`src/rtl/bram_rd_arbiter_pkg.sv`:
```
// Shared types and defaults for the two-client BRAM read arbiter.
// The optional BRAM_RD_ARB_DEBUG_EN build adds a debug/status port on the top.
package bram_rd_arb_pkg;

  localparam int ARB_ADDR_W = 13;
  localparam int ARB_DATA_W = 32;

  localparam logic CLIENT0 = 1'b0;
  localparam logic CLIENT1 = 1'b1;

  typedef enum logic [1:0] {
    ST_IDLE = 2'd0,
    ST_WAIT = 2'd1,
    ST_DONE = 2'd2
  } arb_state_e;

endpackage

```
`src/rtl/bram_rd_arbiter_if.sv`:
```
// Bundle of the two client trig/addr/data/done handshakes plus the BRAM read port.
// slave = arbiter side, master = client/BRAM side.
interface bram_rd_arbiter_if
  import bram_rd_arb_pkg::*;
#(
  parameter int ADDR_W = ARB_ADDR_W,
  parameter int DATA_W = ARB_DATA_W
);

  logic              i_trig0;
  logic              i_trig1;
  logic [ADDR_W-1:0] i_addr0;
  logic [ADDR_W-1:0] i_addr1;
  logic [DATA_W-1:0] o_data0;
  logic [DATA_W-1:0] o_data1;
  logic              o_done0;
  logic              o_done1;
  logic              o_bram_en;
  logic [ADDR_W-1:0] o_bram_addr;
  logic [DATA_W-1:0] i_bram_dout;

  modport slave (
    input  i_trig0, i_trig1, i_addr0, i_addr1, i_bram_dout,
    output o_data0, o_data1, o_done0, o_done1, o_bram_en, o_bram_addr
  );

  modport master (
    output i_trig0, i_trig1, i_addr0, i_addr1, i_bram_dout,
    input  o_data0, o_data1, o_done0, o_done1, o_bram_en, o_bram_addr
  );

endinterface

```
`src/rtl/bram_rd_arbiter_rr2.sv`:
```
// Two-way round-robin picker: a lone requester wins, a tie goes to the client
// that was not granted last. Purely combinational; rr_last lives in the parent.
module rd_arb_rr2
  import bram_rd_arb_pkg::*;
(
  input  logic req0,
  input  logic req1,
  input  logic rr_last,
  output logic gnt,
  output logic gnt_vld
);

  always_comb begin
    gnt_vld = req0 | req1;
    gnt     = CLIENT0;
    if (req0 && req1) begin
      gnt = ~rr_last;
    end else if (req1) begin
      gnt = CLIENT1;
    end
  end

endmodule

```
`src/rtl/bram_rd_arbiter.sv`:
```
// Shared BRAM read controller: two clients, one fixed-latency read port, one word
// per 4-phase trig/done transaction. Define BRAM_RD_ARB_DEBUG_EN for the o_debug port.
module bram_rd_arbiter
  import bram_rd_arb_pkg::*;
#(
  parameter int ADDR_W = ARB_ADDR_W,
  parameter int DATA_W = ARB_DATA_W,
  parameter int RD_LAT = 2
) (
  input  logic                i_clk,
  input  logic                i_rstn,
  bram_rd_arbiter_if.slave    bus
`ifdef BRAM_RD_ARB_DEBUG_EN
  ,
  output logic [63:0]         o_debug
`endif
);

  localparam logic [2:0] LAT_INIT = 3'(RD_LAT);

  arb_state_e        state_q, state_d;
  logic              grant_q, grant_d;
  logic              rr_last_q, rr_last_d;
  logic [2:0]        cnt_q, cnt_d;
  logic              en_q, en_d;
  logic [ADDR_W-1:0] addr_q, addr_d;
  logic [DATA_W-1:0] data0_q, data0_d;
  logic [DATA_W-1:0] data1_q, data1_d;
  logic              done_pre0_q, done_pre0_d;
  logic              done_pre1_q, done_pre1_d;

  logic              pick;
  logic              pick_vld;
  logic              trig_gnt;

  rd_arb_rr2 u_rr2 (
    .req0    (bus.i_trig0),
    .req1    (bus.i_trig1),
    .rr_last (rr_last_q),
    .gnt     (pick),
    .gnt_vld (pick_vld)
  );

  assign trig_gnt = grant_q ? bus.i_trig1 : bus.i_trig0;

  always_ff @(posedge i_clk or negedge i_rstn) begin
    if (!i_rstn) begin
      state_q     <= ST_IDLE;
      grant_q     <= CLIENT0;
      rr_last_q   <= CLIENT1;
      cnt_q       <= '0;
      en_q        <= 1'b0;
      addr_q      <= '0;
      data0_q     <= '0;
      data1_q     <= '0;
      done_pre0_q <= 1'b0;
      done_pre1_q <= 1'b0;
    end else begin
      state_q     <= state_d;
      grant_q     <= grant_d;
      rr_last_q   <= rr_last_d;
      cnt_q       <= cnt_d;
      en_q        <= en_d;
      addr_q      <= addr_d;
      data0_q     <= data0_d;
      data1_q     <= data1_d;
      done_pre0_q <= done_pre0_d;
      done_pre1_q <= done_pre1_d;
    end
  end

  // en defaults low so the read enable is a single-cycle pulse after the grant edge
  always_comb begin
    state_d     = state_q;
    grant_d     = grant_q;
    rr_last_d   = rr_last_q;
    cnt_d       = cnt_q;
    en_d        = 1'b0;
    addr_d      = addr_q;
    data0_d     = data0_q;
    data1_d     = data1_q;
    done_pre0_d = done_pre0_q;
    done_pre1_d = done_pre1_q;

    case (state_q)
      ST_IDLE: begin
        done_pre0_d = 1'b0;
        done_pre1_d = 1'b0;
        if (pick_vld) begin
          grant_d   = pick;
          addr_d    = pick ? bus.i_addr1 : bus.i_addr0;
          en_d      = 1'b1;
          cnt_d     = LAT_INIT;
          rr_last_d = pick;
          state_d   = ST_WAIT;
        end
      end
      ST_WAIT: begin
        // Counting RD_LAT down to zero lands the capture one edge after dout is valid
        if (cnt_q == 3'd0) begin
          if (grant_q) begin
            data1_d     = bus.i_bram_dout;
            done_pre1_d = 1'b1;
          end else begin
            data0_d     = bus.i_bram_dout;
            done_pre0_d = 1'b1;
          end
          state_d = ST_DONE;
        end else begin
          cnt_d = cnt_q - 3'd1;
        end
      end
      ST_DONE: begin
        if (!trig_gnt) begin
          done_pre0_d = 1'b0;
          done_pre1_d = 1'b0;
          state_d     = ST_IDLE;
        end
      end
      default: begin
        state_d = ST_IDLE;
      end
    endcase
  end

  // Gating with trig keeps done low whenever the client has already let go
  assign bus.o_done0     = done_pre0_q & bus.i_trig0;
  assign bus.o_done1     = done_pre1_q & bus.i_trig1;
  assign bus.o_data0     = data0_q;
  assign bus.o_data1     = data1_q;
  assign bus.o_bram_en   = en_q;
  assign bus.o_bram_addr = addr_q;

`ifdef BRAM_RD_ARB_DEBUG_EN
  logic        cap;
  logic [15:0] rd_cnt0_q;
  logic [15:0] rd_cnt1_q;
  logic [15:0] tie_cnt_q;

  assign cap = (state_q == ST_WAIT) && (cnt_q == 3'd0);

  always_ff @(posedge i_clk or negedge i_rstn) begin
    if (!i_rstn) begin
      rd_cnt0_q <= '0;
      rd_cnt1_q <= '0;
      tie_cnt_q <= '0;
    end else begin
      if (cap && !grant_q) rd_cnt0_q <= rd_cnt0_q + 16'd1;
      if (cap && grant_q)  rd_cnt1_q <= rd_cnt1_q + 16'd1;
      if ((state_q == ST_IDLE) && bus.i_trig0 && bus.i_trig1) begin
        tie_cnt_q <= tie_cnt_q + 16'd1;
      end
    end
  end

  assign o_debug = {tie_cnt_q, rd_cnt1_q, rd_cnt0_q, 6'd0, rr_last_q, grant_q,
                    6'd0, state_q};
`endif

endmodule

```
`src/flat_wrapper.sv`:
```
// flat-port wrapper written by rule: the top's interface ports become plain ports
module bram_rd_arbiter_flat import bram_rd_arb_pkg::*;
#(
  parameter int ADDR_W = ARB_ADDR_W,
  parameter int DATA_W = ARB_DATA_W,
  parameter int RD_LAT = 2
)
  (i_clk, i_rstn, bus_i_trig0, bus_i_trig1, bus_i_addr0, bus_i_addr1, bus_i_bram_dout, bus_o_data0, bus_o_data1, bus_o_done0, bus_o_done1, bus_o_bram_en, bus_o_bram_addr);
  bram_rd_arbiter_if #(.ADDR_W(ADDR_W), .DATA_W(DATA_W)) bus_i ();
  input  logic i_clk;
  input  logic i_rstn;
  input wire logic [$bits(bus_i.i_trig0)-1:0] bus_i_trig0;
  input wire logic [$bits(bus_i.i_trig1)-1:0] bus_i_trig1;
  input wire logic [$bits(bus_i.i_addr0)-1:0] bus_i_addr0;
  input wire logic [$bits(bus_i.i_addr1)-1:0] bus_i_addr1;
  input wire logic [$bits(bus_i.i_bram_dout)-1:0] bus_i_bram_dout;
  output wire logic [$bits(bus_i.o_data0)-1:0] bus_o_data0;
  output wire logic [$bits(bus_i.o_data1)-1:0] bus_o_data1;
  output wire logic [$bits(bus_i.o_done0)-1:0] bus_o_done0;
  output wire logic [$bits(bus_i.o_done1)-1:0] bus_o_done1;
  output wire logic [$bits(bus_i.o_bram_en)-1:0] bus_o_bram_en;
  output wire logic [$bits(bus_i.o_bram_addr)-1:0] bus_o_bram_addr;
  assign bus_i.i_trig0 = bus_i_trig0;
  assign bus_i.i_trig1 = bus_i_trig1;
  assign bus_i.i_addr0 = bus_i_addr0;
  assign bus_i.i_addr1 = bus_i_addr1;
  assign bus_i.i_bram_dout = bus_i_bram_dout;
  assign bus_o_data0 = bus_i.o_data0;
  assign bus_o_data1 = bus_i.o_data1;
  assign bus_o_done0 = bus_i.o_done0;
  assign bus_o_done1 = bus_i.o_done1;
  assign bus_o_bram_en = bus_i.o_bram_en;
  assign bus_o_bram_addr = bus_i.o_bram_addr;
  bram_rd_arbiter #(.ADDR_W(ADDR_W), .DATA_W(DATA_W), .RD_LAT(RD_LAT)) u_core (.i_clk(i_clk), .i_rstn(i_rstn), .bus(bus_i));
endmodule
```
`config.mk`:
```
export PLATFORM = sky130hd
export DESIGN_NAME = bram_rd_arbiter_flat
export DESIGN_NICKNAME = d
export VERILOG_FILES = /design/src/rtl/bram_rd_arbiter_pkg.sv /design/src/rtl/bram_rd_arbiter_if.sv /design/src/rtl/bram_rd_arbiter_rr2.sv /design/src/rtl/bram_rd_arbiter.sv /design/src/flat_wrapper.sv
export SDC_FILE = /design/constraint.sdc
export NUM_CORES = 1
export LEC_CHECK = 0
export CORE_MARGIN = 2
export CORE_UTILIZATION = 40
export DETAILED_ROUTE_END_ITERATION = 10
export PLACE_DENSITY = 0.84
export REMOVE_ABC_BUFFERS = 1
export SLEW_MARGIN = 20
export SYNTH_ARGS = -nofsm -noshare
export SYNTH_HDL_FRONTEND = slang
export SYNTH_SLANG_ARGS = --single-unit
```
`constraint.sdc`:
```
create_clock -name i_clk -period 2.2 [get_ports i_clk]
set_clock_uncertainty 0.05 [all_clocks]
set_input_delay 0.33 -clock i_clk [delete_from_list [all_inputs] [get_ports i_clk]]
set_output_delay 0.33 -clock i_clk [all_outputs]
set_load 0.005 [all_outputs]
```
; ---- Word level (Yosys, flattened, before mapping)
; Cells that the tools add are included.
; W data, S select, Z words.
[totals]
wordCells = 56
regBits = 87
[op_classes]
n_addsub = 1
mux = 20
n_eq_ne = 8
bitwise = 5
reduce_logical = 12
[op_table]
columns = op, count
row1 = $mux W13, 1
row2 = $reduce_and A3 Y1, 4
row3 = $mux W1, 10
row4 = $reduce_and A4 Y1, 2
row5 = $mux W2, 3
row6 = $mux W3, 2
row7 = $ne A2 B1 Y1 const B, 3
row8 = $ne A2 B2 Y1 const B, 3
row9 = $pmux W1 S3, 2
row10 = $pmux W2 S3, 1
row11 = $pmux W3 S2, 1
row12 = $logic_not A3 Y1, 1
row13 = $reduce_bool A3 Y1, 1
row14 = $sub A3 B1 Y3 const B, 1
row15 = $and A1 B1 Y1, 2
row16 = $eq A2 B1 Y1 const B, 1
row17 = $eq A2 B2 Y1 const B, 1
row18 = $logic_not A2 Y1, 1
row19 = $not A1 Y1, 2
row20 = $reduce_and A2 Y1, 1
row21 = $reduce_bool A2 Y1, 1
row22 = $logic_and A1 B1 Y1, 1
row23 = $or A1 B1 Y1, 1

; ---- Depth between registers and ports, before layout
; Gate-level depths: netlist (run 1).
[logic_depth]
word_depth = 3
depth_mapped = 7

; ---- By module
; A second synthesis (run 1) with hierarchy kept.
[unflattened]
hier_cells = 243
area_unflattened_um2 = 3656.0
[by_module_without_submodules]
columns = mod, instances, area_each_um2, cells_per_inst
row1 = bram_rd_arbiter, 1, 3642.2, 241
row2 = rd_arb_rr2, 1, 13.8, 2

; ---- Worst setup path before layout (run 1)
; No wires, ideal clock.
[synth_timing]
kind = reg-to-reg
startpoint = register u_core.cnt_q[0]
endpoint = register u_core.data0_q[0] (netlist: u_core.bus.o_data0[0])
period_less_slack_ps = 1772
path_stages_with_launch = 8
t_required_ps = 2025
setup_ps = 125
slack_ps = 428
arrival_time_ps = 1597
path_cell_list = dfrtp_1 -> inv_1 -> ha_1 -> ha_1 -> nand3b_1 -> nor2_1 -> buf_4 -> mux2_2
[synth_between]
elab_chain_cells = 2
[synth_rtl]
columns = element, line_no
row1 = "start, declared", bram_rd_arbiter.sv:24  ; logic [2:0] cnt_q, cnt_d;
row2 = "start signal, assigned", bram_rd_arbiter.sv:62  ; cnt_q <= cnt_d;
row3 = $logic_not A3 Y1, bram_rd_arbiter.sv:100  ; if (cnt_q == 3'd0) begin
row4 = $reduce_and A3 Y1 (no line), --
row5 = "end signal, assigned", bram_rd_arbiter.sv:65  ; data0_q <= data0_d;
row6 = "end, declared", bram_rd_arbiter.sv:27  ; logic [DATA_W-1:0] data0_q, data0_d;
; Every way passes these cells.
; A chain may end at the register's enable or synchronous reset.

; ---- Worst setup path after layout (run 1)
[layout_timing]
startpoint = input port bus_i_trig1
endpoint = output port bus_o_done1
[layout_between]
elab_chain_cells = 1
[layout_rtl]
columns = element, line_no
row1 = "start, declared", flat_wrapper.sv:13  ; input wire logic [$bits(bus_i.i_trig1)-1:0] bus_i_trig1;
row2 = $and A1 B1 Y1, bram_rd_arbiter.sv:128  ; assign bus.o_done1 = done_pre1_q & bus.i_trig1;
row3 = "end, declared", flat_wrapper.sv:20  ; output wire logic [$bits(bus_i.o_done1)-1:0] bus_o_done1;
; Every way passes these cells.

==> out/summary.md, run 1 <==
For the number of distinct library cells after synthesis, the log shows 25. The post-cts repair resize count was 0. The worst setup path is captured at an output port. The worst slew margin relative to its limit is 0.602. Setup repair after global routing left no endpoint under its margin. The overall power consumption is 7.10 mW. The worst setup path is launched from an input pin. The DRC violation count after routing came out at 0. Latest clock arrival within the worst-skew pair: 0.34 ns. The worst register-to-register path has a setup slack of 0.33 ns. Number of global-route vias before repair: 2631. After global routing, the most crowded layer is met2.

The total number of clock tree sinks was 87; the smallest setup slack after layout was 0.290 ns. Leaving out fill and tap cells, the most frequent cell in the layout is sky130_fd_sc_hd__clkdlybuf4s50_1. Summing every instance area after synthesis gives 3490 um^2. CTS placed an instance of sky130_fd_sc_hd__clkbuf_8 at the clock tree root. Clock tree synthesis inserted a total of 9 buffers. The total number of yosys warnings is 0. The shortest period the worst path allows was 1.91 ns; the first-pass GRT wire length was 13100 um. Max-cap violations in this run came to 0. By area the synthesized netlist is led by sky130_fd_sc_hd__dfrtp_1, sky130_fd_sc_hd__mux2_2, sky130_fd_sc_hd__mux2_4.

The share of Yosys cell area claimed by the top area cell type was 0.617; the via count of the routed design was 2365. The kind of critical path is input pin to output port. In this run the vertical extent of the chip is 97.4 um. The leakage power is 2.23 nW, and the number of cell rows is 34. During placement, the flow inserted port buffers numbering 141.

The transition time at the pin with the least slew margin is 0.597 ns, and the number of hold violations in the final report is 0. The cell depth of the worst setup path came out at 3. The final count of negative-setup-slack endpoints came out at 0. For the share of synthesized area occupied by flip-flops and latches, the log shows 0.625. The total length of routed wires is 7820 um.

The half-perimeter wire length after detailed placement is 5660 um, and the clock-pin slew on the worst setup and hold paths is 0.09 ns. TritonCTS built the clock tree. At the end of the flow, the number of nets in the layout was 432. The post-route fraction of the period consumed by the critical path was 0.868.

Cell class contributing the biggest share of worst-path delay: buffers and inverters. Routability-driven placement finished with a final weighted congestion of 0.795. The slowest stage of the critical path belongs to the cell sky130_fd_sc_hd__clkdlybuf4s50_1.

For this block, the initial DRC count from the detailed router was 52. The number of buffers and inverters on the critical path is 2. From synthesis to final layout, the design area changed by 51.2%.

Dividing the detail-routed wire length by the instance count gives 16.3 um. The total area inside the core boundary comes to 8590 um^2. Pin placement for this block handled 142 I/O pins. The flow ran to the end, and the final reports show no timing, DRC or antenna violations. The total power per unit cell area came out at 1350 nW/um^2.

Buffers added to address setup during post-CTS repair amount to 0. The met2 track demand over resource in global routing came out at 0.293. Measured in cells, the most critical reg-to-reg path has a length of 6.

On the worst path, the slowest cell contributes a delay of 0.55 ns. The critical path goes through clkdlybuf4s50_1 > and2_1 > clkdlybuf4s50_1. The number of H-tree levels was 3; the largest net degree at the start of global routing was 45. The post-synthesis cell count is 218.

The worst ir drop on vdd came out at 0.636 mV. Most frequent cell on the critical path: sky130_fd_sc_hd__clkdlybuf4s50_1. For this run the aggregate overflow at the end of global routing stands at 0. The highest clock frequency the design can meet came out at 524 MHz. The path class of the tightest hold or removal check is flip-flop to flip-flop. Of all nets on the critical path, the largest fanout is 6.

First-pass detailed-route iteration total: 4. For the effective utilization at floorplan, the log shows 0.406. The hold path depth came out at 1. The logs give 1.82 ns for the data required time of the worst path and 0 for the count of inserted antenna diode cells. Summed over all instances, the cell type with the most area after synthesis is sky130_fd_sc_hd__dfrtp_1.

The met1 usage is 0.204. Leaving out fill and tap cells, the most frequent cells in the layout are sky130_fd_sc_hd__clkdlybuf4s50_1, sky130_fd_sc_hd__dfrtp_1, sky130_fd_sc_hd__mux2_2. The arrival time of data at the critical path endpoint is 1.53 ns. The met3 layer usage reported by global route is 0.0626, and the initial antenna violation count is 0.

For the number of pins with negative max-slew slack in the final report, the log shows 0. The number of vias per cell is 4.92. The tools report the hold-fix buffer count after cts as 1. Mean area per synthesized cell: 16.0 um^2. The die covers 9480 um^2.

The horizontal die dimension works out to 97.4 um. Timing analysis after detailed placement gives a worst setup slack of 0.147 ns. The clock passes through at most 2 buffers.

In this run the remaining antenna-violating nets after routing total 0. The combined global-route utilization of all metal layers was 0.172; the number of flip-flops and latches in the synthesized netlist was 87. The share of cells above drive strength 1 was 0.316.
-- Yosys cell counts --
master                      number
sky130_fd_sc_hd__dfrtp_1        86
sky130_fd_sc_hd__mux2_2         82
sky130_fd_sc_hd__mux2_4          9
sky130_fd_sc_hd__inv_1           7
sky130_fd_sc_hd__buf_2           4
sky130_fd_sc_hd__buf_4           3
sky130_fd_sc_hd__nor2_1          3
sky130_fd_sc_hd__o21ai_0         3
sky130_fd_sc_hd__a21oi_1         2
sky130_fd_sc_hd__and2_1          2
sky130_fd_sc_hd__ha_1            2
sky130_fd_sc_hd__o22ai_1         2
sky130_fd_sc_hd__a21bo_2         1
sky130_fd_sc_hd__a2bb2oi_1       1
sky130_fd_sc_hd__a31oi_1         1
sky130_fd_sc_hd__buf_6           1
sky130_fd_sc_hd__dfstp_2         1
sky130_fd_sc_hd__mux2i_1         1
sky130_fd_sc_hd__nand2_1         1
sky130_fd_sc_hd__nand3b_1        1
sky130_fd_sc_hd__nand4b_1        1
sky130_fd_sc_hd__o21ai_1         1
sky130_fd_sc_hd__o2bb2ai_1       1
sky130_fd_sc_hd__or2_2           1
sky130_fd_sc_hd__or3b_2          1
-- final cells by class --
cell class,count,area [um^2]
timing repair buffer,147,1510
clock inverter,6,51.3
multi-input combinational,116,1240
inverter,7,26.3
sequential,87,2180
clock buffer,10,138
tap,108,135
fill,688,3320
-- sequential cells by signal, indices dropped and copies added (netlist names) --
register,count
u_core.state_q,2
u_core.bus.o_bram_en,1
u_core.done_pre1_q,1
u_core.rr_last_q,1
u_core.grant_q,1
u_core.done_pre0_q,1
u_core.bus.o_data0,32
u_core.cnt_q,3
u_core.bus.o_bram_addr,13
u_core.bus.o_data1,32
-- through the flow --
step | setup TNS, ns | util | hold WS (ns) | std cells | cell area [um^2]
after global placement | 0 | 0.590 | 0.311 | 464 | 5070
after detailed placement | 0 | 0.590 | 0.320 | 464 | 5070
after global routing | 0 | 0.613 | 0.468 | 481 | 5270
after CTS | 0 | 0.613 | 0.432 | 481 | 5270
after floorplan | -26.17 | - | -0.0156 | 210 | 3430
final | 0 | 0.613 | 0.430 | 481 | 5270
-- routing by layer --
| layer | vias to the layer above | routed length [um] |
|---|---|---|
| li1 | 1076 | - |
| met1 | 1214 | 3160 |
| met2 | 64 | 4080 |
| met3 | 11 | 461 |
| met4 | 0 | 120 |
| met5 | - | 0 |
-- power by group --
| part | switching, mW | internal [mW] |
|---|---|---|
| Combinational | 0.979 | 2.22 |
| Sequential | 0.432 | 2.42 |
| Clock | 0.595 | 0.458 |
| Total | 2.01 | 5.09 |
-- final timing paths --
check	from	end
hold reg to reg	u_core.cnt_q[0]	u_core.cnt_q[0]
setup / recovery	bus_i_trig1	bus_o_done1
hold / removal	u_core.cnt_q[0]	u_core.cnt_q[0]
min in group asynchronous	i_rstn	u_core.bus.o_bram_addr[0]
max in group asynchronous	i_rstn	u_core.bus.o_data1[14]
setup reg to reg	u_core.cnt_q[0]	u_core.cnt_q[2]
-- cell families after synthesis --
family	synth area share
AO/OA/AOI/OAI	0.0219
adder cells (fa/ha/maj)	0.00718
buffers and inverters	0.0230
flip-flops	0.625
multiplexers	0.306
AND/OR/NAND/NOR	0.0169
No activity file was read; power rests on OpenSTA's default activity.
==> run 2, diff against run 1 <==
- CORE_MARGIN: 2 -> unset
- HOLD_SLACK_MARGIN: unset -> 0.12
==> run 2 against run 1 <==
Against the previous run: sequential power about the same; sequential cell count unchanged; worst hold slack about the same; final area fell by 0.33%; non-clock buffer count increased by 2.
==> out/summary.md, run 2 (same netlist as run 1, synthesis figures left out) <==
The run finished with clean final reports. The data required time of the worst path is 1.82 ns (about the same). The run gives 142 (unchanged) as the number of placed I/O pins.

For the DRC violation count after routing, the log shows 0 (unchanged). The number of vias per cell was 4.92 (about the same). Critical path startpoint: bus_i_trig0 (was bus_i_trig1). The tools report the arrival time of data at the critical path endpoint as 1.57 ns (was 1.53 ns).

The worst ir drop on vdd was 0.613 mV (was 0.636 mV); the share of cells above drive strength 1 was 0.317 (was 0.316). The clock-pin slew on the worst setup and hold paths is 0.08 ns (was 0.09 ns). The number of fill cells in the layout is 651 (was 688), and the switching fraction of total power is 0.279 (was 0.283).

The worst slew margin relative to its limit was 0.638 (was 0.602); the maximum fanout along the worst path was 5 (was 6). The effective utilization at floorplan was 0.418 (was 0.406). The share of total power in sequential cells is 0.401 (about the same), and the layout overhead on the synthesized area is 50.7% (was 51.2%).

The final estimated routing congestion in global placement was 0.701 (was 0.795). The maximum count of clock buffers along a single path is 2 (unchanged), and the power share of the clock group is 0.154 (was 0.148). The run gives 0 (unchanged) as the post-cts repair resize count. The run gives 2.22 nW (was 2.23 nW) as the leakage power. The tools report the hold-fix buffer count after cts as 1 (unchanged). Class of the most critical hold timing path: flip-flop to flip-flop (unchanged).

The number of DRC violations after detailed-routing iteration 0 came out at 34 (was 52). The run gives 47 (was 45) as the largest net degree at the start of global routing. The multi-input logic area was 1240 um^2 (unchanged); the first-pass detailed-route iteration total was 5 (was 4). The transition time at the pin with the least slew margin works out to 0.543 ns (was 0.597 ns). The tools report the launch instance of the worst min-delay path as u_core.cnt_q[0] (unchanged). Setup repair after global routing left no endpoint under its margin. The shortest period the worst path allows was 1.95 ns (was 1.91 ns); the final count of negative-setup-slack endpoints was 0 (unchanged). The tools report the first-pass GRT wire length as 11900 um (was 13100 um). Instance count after placement with tap cells included: 463 (was 464). The latest clock arrival within the worst-skew pair is 0.34 ns (about the same), and the number of cell rows is 33 (was 34).

The logs give 9 (unchanged) for the TritonCTS buffer count and 5720 um (was 5660 um) for the half-perimeter wire length after detailed placement. For the number of pins with negative max-slew slack in the final report, the log shows 0 (unchanged). The register area is 2180 um^2 (unchanged), and the count of inserted antenna diode cells is 0 (unchanged). The kind of critical path was input pin to output port (unchanged). The number of hold violations in the final report was 0 (unchanged). The floorplan die height is 95.4 um (was 97.4 um). For the via count of the routed design, the log shows 2360 (was 2365).

The most frequent standard cell in the layout excluding fill and tap cells is sky130_fd_sc_hd__clkdlybuf4s50_1 (unchanged). Post-route fraction of the period consumed by the critical path: 0.886 (was 0.868). The overflow left after global routing is 0 (unchanged). Top library cells by usage in the layout, fill and taps aside: sky130_fd_sc_hd__clkdlybuf4s50_1, sky130_fd_sc_hd__dfrtp_1, sky130_fd_sc_hd__mux2_2 (unchanged). Count of input and output buffers: 141 (unchanged).

The buffer cell driving the clock tree root is sky130_fd_sc_hd__clkbuf_8 (unchanged). The logs give 0.446 (was 0.450) for the combinational power share and 3 (unchanged) for the number of H-tree levels. The number of global-route vias before repair is 2454 (was 2631). The total power per unit cell area was 1360 nW/um^2 (was 1350 nW/um^2). The highest clock frequency the design can meet was 513 MHz (was 524 MHz). The internal power contribution came out at 5.15 mW (was 5.09 mW). The logs give 0 (unchanged) for the number of post-CTS setup repair buffers and 434 (was 432) for the total number of nets in the final design. The horizontal die dimension was 95.4 um (was 97.4 um). Kind of launch point of the worst setup path: an input pin (unchanged). Max-capacitance violation count: 0 (unchanged). The run gives 0.174 (was 0.172) as the combined global-route utilization of all metal layers. The smallest setup slack after layout was 0.250 ns (was 0.290 ns).

Critical path capture point type: an output port (unchanged). TritonCTS built the clock tree. The area enclosed by the die boundary came out at 9100 um^2 (was 9480 um^2). The tools report the initial antenna violation count as 0 (unchanged). For the net switching power of the design, the log shows 1.99 mW (was 2.01 mW). The average wire per standard cell came out at 16.3 um (about the same). The total length of routed wires was 7820 um (about the same). For the pre-CTS setup slack, the log shows 0.0125 ns (was 0.147 ns). The run gives 0 (unchanged) as the post-detailed-route count of antenna-violating nets. The area inside the core boundary came out at 8340 um^2 (was 8590 um^2). The filler-free cell count of the finished design was 480 (was 481). The tools report the origin of the critical flop-to-flop path as u_core.cnt_q[0] (unchanged).

For the total number of clock tree sinks, the log shows 87 (unchanged).
run 2: worst max-delay path: stages:
cell	delay, ns
sky130_fd_sc_hd__clkdlybuf4s50_1	0.49
sky130_fd_sc_hd__buf_4	0.14
sky130_fd_sc_hd__and2_1	0.12
sky130_fd_sc_hd__clkdlybuf4s50_1	0.50
run 2: metal layers:
layer | GRT usage | vias up | part of all wire
li1 | - | 1072 | -
met4 | 0.0796 | 0 | 0.022
met2 | 0.293 | 83 | 0.51
met5 | 0 | - | 0
met3 | 0.0431 | 18 | 0.059
met1 | 0.212 | 1187 | 0.41
run 2: worst paths after layout:
path	to	slack, ns	depth (start not counted)
setup / recovery	bus_o_done0	0.25	4
hold / removal	u_core.cnt_q[0]	0.43	1
setup reg to reg	u_core.bus.o_data0[13]	0.27	7
hold reg to reg	u_core.cnt_q[0]	0.43	1
min in group asynchronous	u_core.bus.o_data0[18]	0.44	2
max in group asynchronous	u_core.bus.o_data0[3]	0.99	3
run 2: layout make-up:
| cell class | count | share of cell area |
|---|---|---|
| Clock buffer | 10 | 0.0243 |
| Clock inverter | 6 | 0.0133 |
| Inverter | 7 | 0.00500 |
| Multi-Input combinational cell | 116 | 0.235 |
| Sequential cell | 87 | 0.415 |
| Tap cell | 105 | 0.0250 |
| Timing Repair Buffer | 149 | 0.282 |
run 2: power groups by stage:
| stage | clock, mW | combinational, mW | sequential [mW] |
|---|---|---|---|
| 3_3_place_gp | 0 | 3.13 | 2.83 |
| 4_1_cts | 1.13 | 3.23 | 2.87 |
| 2_1_floorplan | 0 | 1.21 | 2.89 |
| 6_report | 1.10 | 3.18 | 2.86 |
| 5_1_grt | 1.20 | 3.40 | 2.96 |
| 3_5_place_dp | 0 | 3.22 | 2.89 |
run 2: per-stage QoR:
| stage | util | setup TNS, ns | cell area (um^2) | power (mW) | hold slack (ns) |
|---|---|---|---|---|---|
| after CTS | 0.630 | 0 | 5250 | 7.23 | 0.434 |
| after floorplan | - | -26.17 | 3430 | 4.10 | -0.0156 |
| after global routing | 0.630 | 0 | 5250 | 7.56 | 0.448 |
| after detailed placement | 0.605 | 0 | 5050 | 6.10 | 0.301 |
| final | 0.630 | 0 | 5250 | 7.14 | 0.430 |
| after global placement | 0.605 | 0 | 5050 | 5.96 | 0.293 |
==> run 3, diff against run 2 <==
- CAP_MARGIN: unset -> 5
- GPL_TIMING_DRIVEN: unset -> 0
==> run 3 against run 2 <==
Against the previous run: sequential share of layout area is 0.33 points lower; die area stayed put; combinational power is 2% higher; via count is 0.76% lower.
==> out/summary.md, run 3 (same netlist as run 1, synthesis figures left out) <==
The run finished with clean final reports. TritonCTS built the clock tree. The busiest layer in global routing is met2 (unchanged). The area enclosed by the die boundary came out at 9100 um^2 (unchanged). For the data required time of the worst path, the log shows 1.82 ns (about the same).

The met3 layer usage reported by global route was 0.0463 (was 0.0431); the clock-pin slew on the worst setup and hold paths was 0.10 ns (was 0.08 ns). The buffer cell driving the clock tree root is sky130_fd_sc_hd__clkbuf_8 (unchanged). The share of cells above drive strength 1 is 0.324 (was 0.317).

The layout overhead on the synthesized area was 51.9% (was 50.7%). For the total length of routed wires, the log shows 7890 um (was 7820 um). Setup repair after global routing left no endpoint under its margin. For the initial antenna violation count, the log shows 0 (unchanged). The logs give 0.29 ns (was 0.27 ns) for the setup slack of the worst register-to-register path and 0.218 (was 0.212) for the met1 usage.

The shortest period the worst path allows came out at 1.98 ns (was 1.95 ns). Final estimated routing congestion in global placement: 0.674 (was 0.701). The multi-input logic area was 1240 um^2 (about the same); the number of placed I/O pins was 142 (unchanged).

The final count of negative-setup-slack endpoints was 0 (unchanged). The total number of clock tree sinks is 87 (unchanged). The critical path capture point type is an output port (unchanged). The post-cts repair resize count was 0 (unchanged); the combined global-route utilization of all metal layers was 0.180 (was 0.174). Leakage power: 2.23 nW (was 2.22 nW). The tools report the post-detailed-route count of antenna-violating nets as 0 (unchanged).

The TritonCTS buffer count is 9 (unchanged). DRC violation count after routing: 0 (unchanged). For the met2 track demand over resource in global routing, the log shows 0.312 (was 0.293).

Effective utilization at floorplan: 0.418 (unchanged). For the via count of the routed design, the log shows 2342 (was 2360). The pre-CTS setup slack is -0.0304 ns (was 0.0125 ns), and the highest clock frequency the design can meet is 506 MHz (was 513 MHz). The first-pass GRT wire length came out at 12400 um (was 11900 um).

The logs give 0.685 mV (was 0.613 mV) for the worst ir drop on vdd and 49 (was 47) for the largest net degree at the start of global routing. Smallest setup slack after layout: 0.225 ns (was 0.250 ns). The total number of nets in the final design was 436 (was 434); the number of hold violations in the final report was 0 (unchanged).

The kind of launch point of the worst setup path was an input pin (unchanged). The tools report the count of inserted antenna diode cells as 0 (unchanged). The depth of the most critical reg-to-reg path was 7 (unchanged); the number of H-tree levels was 3 (unchanged). Top library cells by usage in the layout, fill and taps aside: sky130_fd_sc_hd__clkdlybuf4s50_1, sky130_fd_sc_hd__dfrtp_1, sky130_fd_sc_hd__mux2_2 (unchanged). The maximum count of clock buffers along a single path was 2 (unchanged); the instance count after placement with tap cells included was 460 (was 463). The logs give 33 (unchanged) for the number of cell rows and 637 (was 651) for the number of fill cells in the layout. The horizontal die dimension came out at 95.4 um (unchanged). The overall power consumption is 7.07 mW (was 7.14 mW). The number of DRC violations after detailed-routing iteration 0 was 42 (was 34).

The kind of critical path was input pin to output port (unchanged). The maximum fanout along the worst path was 6 (was 5); the number of vias per cell was 4.86 (was 4.92). The run gives 0.435 ns (was 0.430 ns) as the worst hold-check slack.

Register area: 2180 um^2 (unchanged). The run gives 0 (unchanged) as the number of pins with negative max-slew slack in the final report. The arrival time of data at the critical path endpoint was 1.60 ns (was 1.57 ns); the average wire per standard cell was 16.4 um (was 16.3 um).

Overflow left after global routing: 0 (unchanged). The class of the most critical hold timing path was input pin to asynchronous set/reset pin (was flip-flop to flip-flop). The tools report the origin of the critical flop-to-flop path as u_core.cnt_q[0] (unchanged). Worst slew margin relative to its limit: 0.517 (was 0.638). The logs give 2526 (was 2454) for the number of global-route vias before repair and 8340 um^2 (unchanged) for the area inside the core boundary. Count of input and output buffers: 141 (unchanged). The total power per unit cell area is 1330 nW/um^2 (was 1360 nW/um^2). The max-capacitance violation count is 0 (unchanged), and the filler-free cell count of the finished design is 482 (was 480). The run gives 0.34 ns (about the same) as the latest clock arrival within the worst-skew pair.

The transition time at the pin with the least slew margin came out at 0.724 ns (was 0.543 ns). The tools report the first-pass detailed-route iteration total as 6 (was 5). Most frequent standard cell in the layout excluding fill and tap cells: sky130_fd_sc_hd__clkdlybuf4s50_1 (unchanged). The post-route fraction of the period consumed by the critical path came out at 0.898 (was 0.886).

The floorplan die height was 95.4 um (unchanged); the half-perimeter wire length after detailed placement was 5770 um (was 5720 um). Capture instance of the worst register-to-register path: u_core.bus.o_data0[5] (was u_core.bus.o_data0[13]).
==> run 3: cell count changes in the layout (fill, tap and decap cells not counted), moves of 2 or more <==
cell                         delta
sky130_fd_sc_hd__buf_6          +2
sky130_fd_sc_hd__clkinvlp_4     +2
sky130_fd_sc_hd__buf_4          -2
sky130_fd_sc_hd__buf_16         +2
==> run 3: metrics by stage <==
step                cell area, um^2  setup TNS (ns)   util
floorplan                      3430          -26.17      -
global placement               4980         -282.02  0.597
detailed placement             5060          -0.489  0.607
CTS                            5280               0  0.633
global route                   5300               0  0.635
finish                         5300               0  0.635
==> run 3: area by class of cell <==
type                            instances  area share
Sequential cell                        87       0.411
Timing Repair Buffer                  151       0.292
Multi-Input combinational cell        116       0.234
Tap cell                              105      0.0248
Clock buffer                           10      0.0241
Clock inverter                          6     0.00874
Inverter                                7     0.00496
==> run 3: repair_timing <==
action	4_1_cts	5_1_grt
pin swaps	0	1
endpoints found under the setup margin	24	19
endpoints found under the hold margin	38	0
hold buffers	1	0
setup buffers	4	1
==> run 3: how the worst max path moves through the flow <==
stage / from / to / slack (ns)
after floorplan: u_core.cnt_q[0] / u_core.bus.o_data0[0] / -0.58
after global placement: i_rstn / u_core.bus.o_bram_addr[0] / -2.27
after detailed placement: u_core.cnt_q[0] / u_core.bus.o_data1[15] / -0.03
after CTS: u_core.cnt_q[0] / u_core.bus.o_data0[14] / 0.007
after global routing: bus_i_trig1 / bus_o_done1 / 0.17
final: bus_i_trig1 / bus_o_done1 / 0.22
==> run 3: routing by layer <==
metal  share of wire  up-vias
met3           0.059       10
met2            0.53       74
met1            0.40     1176
met5               0        -
met4           0.012        0
li1                -     1082
==> run 3: power breakdown <==
group	total, mW	internal [mW]	switching, mW
Sequential	2.85	2.42	0.432
Clock	0.993	0.414	0.579
Combinational	3.23	2.24	0.988
Total	7.07	5.07	2.00
==> run 3: critical path, cell delays in order <==
cell                              delay, ns
sky130_fd_sc_hd__clkdlybuf4s50_1       0.60
sky130_fd_sc_hd__and2_1                0.17
sky130_fd_sc_hd__clkdlybuf4s50_1       0.49
